`src/rtl/multicycle_controller.sv`:
```
// -----------------------------------------------------------------------------
// multicycle_controller
//
// Main control FSM for the multicycle FRiscV core. Each RV32I instruction runs
// through FETCH -> DECODE -> EXEC -> (MEM) -> (WB). Instruction and data
// memories may add wait states. A request that waits too long for ready sends
// the FSM to a sticky ERROR state.
//
// Optional feature macro: FRISCV_ILLEGAL_TRAP_EN
//   undefined : unknown opcodes and branch func3 2/3 retire as NOPs.
//   defined   : those instructions enter TRAP. TRAP pulses illegal_out for one
//               cycle and then goes to ERROR.
//
// Ports
//   clk_in, rst_n_in       clock, synchronous active-low reset
//   instr_in               instruction word (latched when ir_write_out=1)
//   zero_in, lt_in         ALU flags, used in EXEC for branches
//   imem_ready_in          instruction memory data valid
//   dmem_ready_in          data memory access complete
//   imem_req_out           instruction fetch request
//   dmem_req_out           data memory request
//   mem_write_out          marks the data request as a store
//   ir_write_out           IR load strobe
//   pc_write_out           PC update strobe
//   pc_src_out             0 = PC+4, 1 = branch/jump target
//   jump_src_out           1 = target comes from the ALU (JALR)
//   reg_write_out          register file write enable
//   alu_src_out            1 = immediate drives ALU operand B
//   auipc_out              1 = PC drives ALU operand A
//   alu_ctrl_out           ALU operation
//   result_src_out         00 ALU, 01 memory, 10 PC+4 / PC+imm
//   retire_out             one-cycle pulse per completed instruction
//   err_out                sticky bus-timeout / trap error
//   illegal_out            (macro only) one-cycle illegal-instruction pulse
// -----------------------------------------------------------------------------
module multicycle_controller #(
  parameter int ALU_CTRL_W  = 4,
  parameter int MEM_TIMEOUT = 16,
  parameter int TMO_CNT_W   = 8
) (
  input  logic                  clk_in,
  input  logic                  rst_n_in,
  input  logic [31:0]           instr_in,
  input  logic                  zero_in,
  input  logic                  lt_in,
  input  logic                  imem_ready_in,
  input  logic                  dmem_ready_in,
  output logic                  imem_req_out,
  output logic                  dmem_req_out,
  output logic                  mem_write_out,
  output logic                  ir_write_out,
  output logic                  pc_write_out,
  output logic                  pc_src_out,
  output logic                  jump_src_out,
  output logic                  reg_write_out,
  output logic                  alu_src_out,
  output logic                  auipc_out,
  output logic [ALU_CTRL_W-1:0] alu_ctrl_out,
  output logic [1:0]            result_src_out,
  output logic                  retire_out,
  output logic                  err_out
`ifdef FRISCV_ILLEGAL_TRAP_EN
  ,
  output logic                  illegal_out
`endif
);

  // RV32I major opcodes
  localparam logic [6:0] OP_REG       = 7'b0110011;
  localparam logic [6:0] OP_IMM_ARITH = 7'b0010011;
  localparam logic [6:0] OP_IMM_LOAD  = 7'b0000011;
  localparam logic [6:0] OP_STORE     = 7'b0100011;
  localparam logic [6:0] OP_BRANCH    = 7'b1100011;
  localparam logic [6:0] OP_JUMP      = 7'b1101111;
  localparam logic [6:0] OP_IMM_JUMP  = 7'b1100111;
  localparam logic [6:0] OP_U_L_LOAD  = 7'b0110111;
  localparam logic [6:0] OP_U_AUIPC   = 7'b0010111;

  // ALU operation codes. These are the shared friscv_pkg ALU op values.
  localparam logic [ALU_CTRL_W-1:0] ALU_ADD  = ALU_CTRL_W'(0);
  localparam logic [ALU_CTRL_W-1:0] ALU_SUB  = ALU_CTRL_W'(1);
  localparam logic [ALU_CTRL_W-1:0] ALU_SLL  = ALU_CTRL_W'(2);
  localparam logic [ALU_CTRL_W-1:0] ALU_SLT  = ALU_CTRL_W'(3);
  localparam logic [ALU_CTRL_W-1:0] ALU_SLTU = ALU_CTRL_W'(4);
  localparam logic [ALU_CTRL_W-1:0] ALU_XOR  = ALU_CTRL_W'(5);
  localparam logic [ALU_CTRL_W-1:0] ALU_SLR  = ALU_CTRL_W'(6);
  localparam logic [ALU_CTRL_W-1:0] ALU_SAR  = ALU_CTRL_W'(7);
  localparam logic [ALU_CTRL_W-1:0] ALU_OR   = ALU_CTRL_W'(8);
  localparam logic [ALU_CTRL_W-1:0] ALU_AND  = ALU_CTRL_W'(9);

  localparam logic [TMO_CNT_W-1:0] TMO_LIMIT = TMO_CNT_W'(MEM_TIMEOUT);

  typedef enum logic [2:0] {
    S_FETCH, S_DECODE, S_EXEC, S_MEM, S_WB, S_ERROR, S_TRAP
  } state_t;

  state_t               state_reg, state_next;
  logic [TMO_CNT_W-1:0] cnt_reg, cnt_next;
  logic [6:0]           opcode_reg;
  logic [2:0]           func3_reg;
  logic                 f7b5_reg;     // instr[30]: SUB / SAR select

  logic                    br_legal, br_taken;
  logic [ALU_CTRL_W-1:0]   br_op;

  // Only opcode, func3 and instr[30] control sequencing. The rest of the
  // word belongs to the datapath.
  logic unused_instr_bits;
  assign unused_instr_bits = ^{instr_in[31], instr_in[29:15], instr_in[11:7]};

  // R-type and I-type arithmetic decode. Only R-type uses instr[30] for SUB,
  // because for ADDI that bit is part of the immediate.
  function automatic logic [ALU_CTRL_W-1:0] arith_op(input logic [2:0] f3,
                                                     input logic       alt,
                                                     input logic       is_reg);
    logic [ALU_CTRL_W-1:0] op;
    case (f3)
      3'd0:    op = (is_reg && alt) ? ALU_SUB : ALU_ADD;
      3'd1:    op = ALU_SLL;
      3'd2:    op = ALU_SLT;
      3'd3:    op = ALU_SLTU;
      3'd4:    op = ALU_XOR;
      3'd5:    op = alt ? ALU_SAR : ALU_SLR;
      3'd6:    op = ALU_OR;
      default: op = ALU_AND;
    endcase
    return op;
  endfunction

  // State, timeout counter and latched instruction fields
  always_ff @(posedge clk_in) begin
    if (!rst_n_in) begin
      state_reg  <= S_FETCH;
      cnt_reg    <= '0;
      opcode_reg <= '0;
      func3_reg  <= '0;
      f7b5_reg   <= 1'b0;
    end else begin
      state_reg <= state_next;
      cnt_reg   <= cnt_next;
      if (ir_write_out) begin
        opcode_reg <= instr_in[6:0];
        func3_reg  <= instr_in[14:12];
        f7b5_reg   <= instr_in[30];
      end
    end
  end

  // Branch condition. This is the only output path from the ALU flags.
  always_comb begin
    br_legal = 1'b1;
    br_taken = 1'b0;
    br_op    = ALU_SUB;
    case (func3_reg)
      3'd0: br_taken = zero_in;
      3'd1: br_taken = !zero_in;
      3'd4: begin br_op = ALU_SLT;  br_taken = lt_in;  end
      3'd5: begin br_op = ALU_SLT;  br_taken = !lt_in; end
      3'd6: begin br_op = ALU_SLTU; br_taken = lt_in;  end
      3'd7: begin br_op = ALU_SLTU; br_taken = !lt_in; end
      default: begin br_legal = 1'b0; br_op = ALU_ADD; end
    endcase
  end

  // Next state and outputs
  always_comb begin
    state_next     = state_reg;
    cnt_next       = '0;      // cleared whenever the FSM does not stay waiting
    imem_req_out   = 1'b0;
    dmem_req_out   = 1'b0;
    mem_write_out  = 1'b0;
    ir_write_out   = 1'b0;
    pc_write_out   = 1'b0;
    pc_src_out     = 1'b0;
    jump_src_out   = 1'b0;
    reg_write_out  = 1'b0;
    alu_src_out    = 1'b0;
    auipc_out      = 1'b0;
    alu_ctrl_out   = ALU_ADD;
    result_src_out = 2'b00;
    retire_out     = 1'b0;
    err_out        = 1'b0;
`ifdef FRISCV_ILLEGAL_TRAP_EN
    illegal_out    = 1'b0;
`endif

    case (state_reg)
      S_FETCH: begin
        imem_req_out = 1'b1;
        if (imem_ready_in) begin
          ir_write_out = 1'b1;
          state_next   = S_DECODE;
        end else if (cnt_reg == TMO_LIMIT) begin
          state_next = S_ERROR;   // ready at the limit still wins (branch above)
        end else begin
          cnt_next = cnt_reg + TMO_CNT_W'(1);
        end
      end

      S_DECODE: state_next = S_EXEC;

      S_EXEC: begin
        case (opcode_reg)
          OP_REG: begin
            alu_ctrl_out = arith_op(func3_reg, f7b5_reg, 1'b1);
            state_next   = S_WB;
          end
          OP_IMM_ARITH: begin
            alu_src_out  = 1'b1;
            alu_ctrl_out = arith_op(func3_reg, f7b5_reg, 1'b0);
            state_next   = S_WB;
          end
          OP_IMM_LOAD, OP_STORE: begin
            alu_src_out = 1'b1;
            state_next  = S_MEM;
          end
          OP_BRANCH: begin
            alu_ctrl_out = br_op;
`ifdef FRISCV_ILLEGAL_TRAP_EN
            if (!br_legal) begin
              state_next = S_TRAP;
            end else begin
              pc_write_out = 1'b1;
              retire_out   = 1'b1;
              pc_src_out   = br_taken;
              state_next   = S_FETCH;
            end
`else
            pc_write_out = 1'b1;
            retire_out   = 1'b1;
            pc_src_out   = br_legal && br_taken;
            state_next   = S_FETCH;
`endif
          end
          OP_JUMP, OP_IMM_JUMP: begin
            alu_src_out    = 1'b1;
            result_src_out = 2'b10;
            pc_src_out     = 1'b1;
            jump_src_out   = (opcode_reg == OP_IMM_JUMP);
            state_next     = S_WB;
          end
          OP_U_L_LOAD: begin
            alu_src_out = 1'b1;
            state_next  = S_WB;
          end
          OP_U_AUIPC: begin
            alu_src_out    = 1'b1;
            auipc_out      = 1'b1;
            result_src_out = 2'b10;
            state_next     = S_WB;
          end
          default: begin
`ifdef FRISCV_ILLEGAL_TRAP_EN
            state_next = S_TRAP;
`else
            pc_write_out = 1'b1;
            retire_out   = 1'b1;
            state_next   = S_FETCH;
`endif
          end
        endcase
      end

      S_MEM: begin
        dmem_req_out  = 1'b1;
        alu_src_out   = 1'b1;   // keep the address stable for the whole access
        mem_write_out = (opcode_reg == OP_STORE);
        if (dmem_ready_in) begin
          if (opcode_reg == OP_STORE) begin
            pc_write_out = 1'b1;
            retire_out   = 1'b1;
            state_next   = S_FETCH;
          end else begin
            state_next = S_WB;
          end
        end else if (cnt_reg == TMO_LIMIT) begin
          state_next = S_ERROR;
        end else begin
          cnt_next = cnt_reg + TMO_CNT_W'(1);
        end
      end

      S_WB: begin
        reg_write_out = 1'b1;
        pc_write_out  = 1'b1;
        retire_out    = 1'b1;
        state_next    = S_FETCH;
        case (opcode_reg)
          OP_IMM_LOAD: result_src_out = 2'b01;
          OP_JUMP, OP_IMM_JUMP: begin
            // Hold the jump selects so the PC loads the target and rd gets PC+4.
            result_src_out = 2'b10;
            pc_src_out     = 1'b1;
            jump_src_out   = (opcode_reg == OP_IMM_JUMP);
          end
          OP_U_AUIPC: begin
            result_src_out = 2'b10;
            auipc_out      = 1'b1;
          end
          default: result_src_out = 2'b00;
        endcase
      end

      S_ERROR: err_out = 1'b1;   // left only through reset

`ifdef FRISCV_ILLEGAL_TRAP_EN
      S_TRAP: begin
        illegal_out = 1'b1;
        state_next  = S_ERROR;
      end
`endif

      default: state_next = S_FETCH;
    endcase
  end

endmodule

```
`config.mk`:
```
export PLATFORM = sky130hd
export DESIGN_NAME = multicycle_controller
export DESIGN_NICKNAME = d
export VERILOG_FILES = /design/src/rtl/multicycle_controller.sv
export SDC_FILE = /design/constraint.sdc
export NUM_CORES = 1
export LEC_CHECK = 0
export BUFFER_PORTS_ARGS = -buffer_cell sky130_fd_sc_hd__buf_2
export CAP_MARGIN = 20
export CORE_MARGIN = 3
export CORE_UTILIZATION = 48
export CTS_BUF_LIST = sky130_fd_sc_hd__clkbuf_8 sky130_fd_sc_hd__clkbuf_16
export DETAILED_ROUTE_END_ITERATION = 12
export PLACE_DENSITY = 0.9
export SETUP_SLACK_MARGIN = 0.1
export SLEW_MARGIN = 20
export SYNTH_ARGS = -nofsm -noshare
export SYNTH_HDL_FRONTEND = slang
export SYNTH_SLANG_ARGS = --single-unit
```
`constraint.sdc`:
```
create_clock -name clk_in -period 1.99 [get_ports clk_in]
set_input_delay 0.199 -clock clk_in [delete_from_list [all_inputs] [get_ports clk_in]]
set_output_delay 0.199 -clock clk_in [all_outputs]
set_load 0.05 [all_outputs]
```
==> impl_results.md <==
- Post-Syn Area: roughly 0.0014 mm²
- Leakage power: 0.729 nW
- Relative slew slack: 73.0%
- Final WL: 3.43 mm
- Clock share of power: 34.4%
- Largest stage delay on the critical path: approximately 360 ps
- Cts hold-fix bufs: 0
- DRT iter0 DRCs: between 80 and 90
- Crit. End Element: output pin
- WHS: 168 ps
- Netlist cell types: 49
- Tcrit/Tclk final: 98.5%
- Ant diodes: 0
- Hold_sp: instr_in[14]
- WP data required: 1790 ps
- RR Endpoint: cnt_reg[6]$_SDFF_PN0_
- Util after Layout: 70.6%
- Cell Int Power: 0.840 mW
- Ports: 56
- Sequential Power Share: between 40 and 50%
- Max-slew violation count: 0
- Initial antenna violation count: 0
- Worst reg2reg startpoint: state_reg[1]$_SDFFE_PN0N_
- Worst-Skew Late Latency: ~260 ps
- Die Y: 59.8 µm
- Vias in the first global route: 1170
- Worst setup SP type: flop
- Max clock buf depth: 2
- Drt pass-1 iters: 4
- Kind of cell adding the most delay to the critical path: simple AND/OR/NAND/NOR gates
- F_max: 510 MHz
- Least-Margin Pin Slew: about 410 ps
- Pwr/cell area: approximately 640 mW/mm²
- Hold Path End: func3_reg[2]$_SDFFE_PN0P_
- Via count: around 1400
- Clk pin slew, worst setup/hold paths: 80 ps
- Post-synthesis instance total: 179
- Max cap viols: 0
- Syn nets: 219
- CTS tree: yes
- CP max-delay cell: dfxtp_4
- DRC: 0
- Layout Cells excl Fill: ~240
- Initial Utilization: 53.2%
- Clk root buf: clkbuf_8
- HPWL Detailed: approximately 2.3 mm
- Crit path arrival time: 1760 ps
- Setup-failing EPs final: 0
- Buffers & Inverters on Critical Path: 2
- Die width: 59.8 µm
- Seq/Total Area, Yosys: 31.7%
- Seq cells post-synth: 22
- Layout Skew: 5.13 ps
- First-pass GRT wire length: about 5.3 mm
- Die area: 0.00357 mm²
- Unrepaired setup endpoints after global routing: true
- Worst reg2reg setup slack: approximately 370 ps
- Worst path cell trace: buf_4, nor4bb_4, and2_4, nand3_1, a31oi_2, buf_6
- Final hold violations: 0
- CTS Buf Count: 3
- Placed cells: 237
- Critical path fanouts, max: 4
- Maximum vdd drop: about 490 µV
- Final min period: a little under 2000 ps
- Syn-to-layout area delta: 32.9%
- WS Path Type: flop to output pin
- I/O Buffers: 34
- Core ar.: 0.00261 mm²
- Hold Crit Depth: 3
- Final Net Count: 255
- Outcome: finished, final reports clean
- H-tree lvl count: 1
- Max FFs per register: 8
- Final estimated routing congestion in global placement: 0.854
- Combinational share of power: a little over a fifth
- Syn Area/Cell: 7.76 µm²
- CTS sink count: 22
- Gr ovfl total: 0
- Final ANT Viol Nets: 0
- Dominant synthesized flop cell: dfxtp_1
- Via-to-Cell Ratio: roughly 5.8
- Site row count: 18
- Synth Warn #: 0
- Switch share: between 20 and 30%
- Share of post-route cells with drive strength above 1: 40.7%
- Hold Path Class: input port to flop
- WL/cell: 14.0 µm
- Net switching power: 0.345 mW
- R2R cell count: 5
- Largest net degree at the start of global routing: 17
- Async S/R FF share, synth: 0%
- Number of synthesized flops with an enable pin: 0
- Gr usage total: 19.2%
## synthesized netlist by cell type, types with 3 or more instances
master	instances	area, µm²
nand4_1	4	25.0
and3_1	3	18.8
nand3_1	9	45.0
a21boi_0	13	97.6
o21ai_0	3	15.0
nand2b_1	3	18.8
a21oi_1	6	30.0
nand2_1	30	113
and2_1	3	18.8
xor2_1	5	43.8
dfxtp_1	22	440
nor2_1	6	22.5
nor2_2	5	31.3
nor3_1	7	35.0
clkbuf_1	8	30.0
or3_1	3	18.8
inv_1	9	33.8
## repair_timing
action	CTS	global route
endpoints found under the hold margin	0	0
setup buffers	1	2
endpoints found under the setup margin	9	12
resized for setup	18	25
pin swaps	1	4
## area by class of cell
class / count / area [µm²]
fill: 191 / 767
clock buffer: 3 / 41.3
clock inverter: 1 / 30.0
inverter: 9 / 33.8
tap: 30 / 37.5
timing repair buffer: 43 / 278
sequential: 22 / 467
multi-input combinational: 136 / 958
## routing by layer
metal	GRT usage [%]	part of all wire, %	up-vias
met4	8.23	1.7	0
met2	29.8	47	55
met1	26.2	45	641
li1	-	-	700
met3	3.02	6.2	7
met5	0	0	-
## worst reg2reg max path, cell delays in order, from the launching register on
cell and delay (ps):
dfxtp_1 330, buf_4 160, or3_1 340, a21o_1 200, or2_1 380, nor2_2 150
## cell families (layout without fill, tap and decap cells)
family | Yosys count | after routing | share of synthesized area (%)
xor+xnor | 6 | 6 | 3.78
flops | 22 | 22 | 31.7
buf+inv | 21 | 56 | 7.12
fa+ha+maj | 2 | 2 | 1.80
simple gates | 92 | 92 | 36.7
compound gates | 36 | 36 | 18.9
## per-stage QoR
| step | TNS (ps) | area [µm²] | total power [mW] | setup slack, ps |
|---|---|---|---|---|
| 5_1_grt | -31.5 | 1850 | 1.24 | -31.5 |
| 4_1_cts | 0 | 1760 | 1.17 | 65.7 |
| 3_3_place_gp | 0 | 1620 | 0.750 | 232 |
| 2_1_floorplan | -826 | 1430 | 0.694 | -250 |
| 3_5_place_dp | 0 | 1620 | 0.755 | 226 |
| 6_report | 0 | 1850 | 1.19 | 29.4 |
## cell usage in the layout (no fill, tap or decap), drive strengths merged, types with 3 or more instances in the layout
cell type,instances
nand3,9
and3,3
and2,3
o21ai,3
nand4,4
nor2,12
xor2,5
clkbuf,4
nor3,7
or3,4
inv,9
a21boi,13
a21oi,6
dfxtp,22
buf,42
nand2,30
nor4,3
nand2b,3
## power by group through the flow
stage / sequential [mW] / clock (mW) / combinational [mW]
finish: 0.524 / 0.408 / 0.253
global route: 0.530 / 0.429 / 0.276
CTS: 0.520 / 0.411 / 0.238
detailed placement: 0.525 / 0 / 0.230
global placement: 0.523 / 0 / 0.227
floorplan: 0.497 / 0 / 0.197
## worst max-delay path by stage
stage                               start                 to  slack (ps)  depth (start not counted)
3_5_place_dp   opcode_reg[0]$_SDFFE_PN0P_    alu_ctrl_out[2]         230                          5
6_report       opcode_reg[3]$_SDFFE_PN0P_    alu_ctrl_out[2]          30                          6
3_3_place_gp   opcode_reg[3]$_SDFFE_PN0P_    alu_ctrl_out[2]         230                          5
5_1_grt        opcode_reg[3]$_SDFFE_PN0P_    alu_ctrl_out[2]         -30                          6
2_1_floorplan  opcode_reg[6]$_SDFFE_PN0P_  result_src_out[0]        -250                          3
4_1_cts        opcode_reg[0]$_SDFFE_PN0P_    alu_ctrl_out[2]          70                          5
Note: power is estimated with default switching activity, not from simulation.
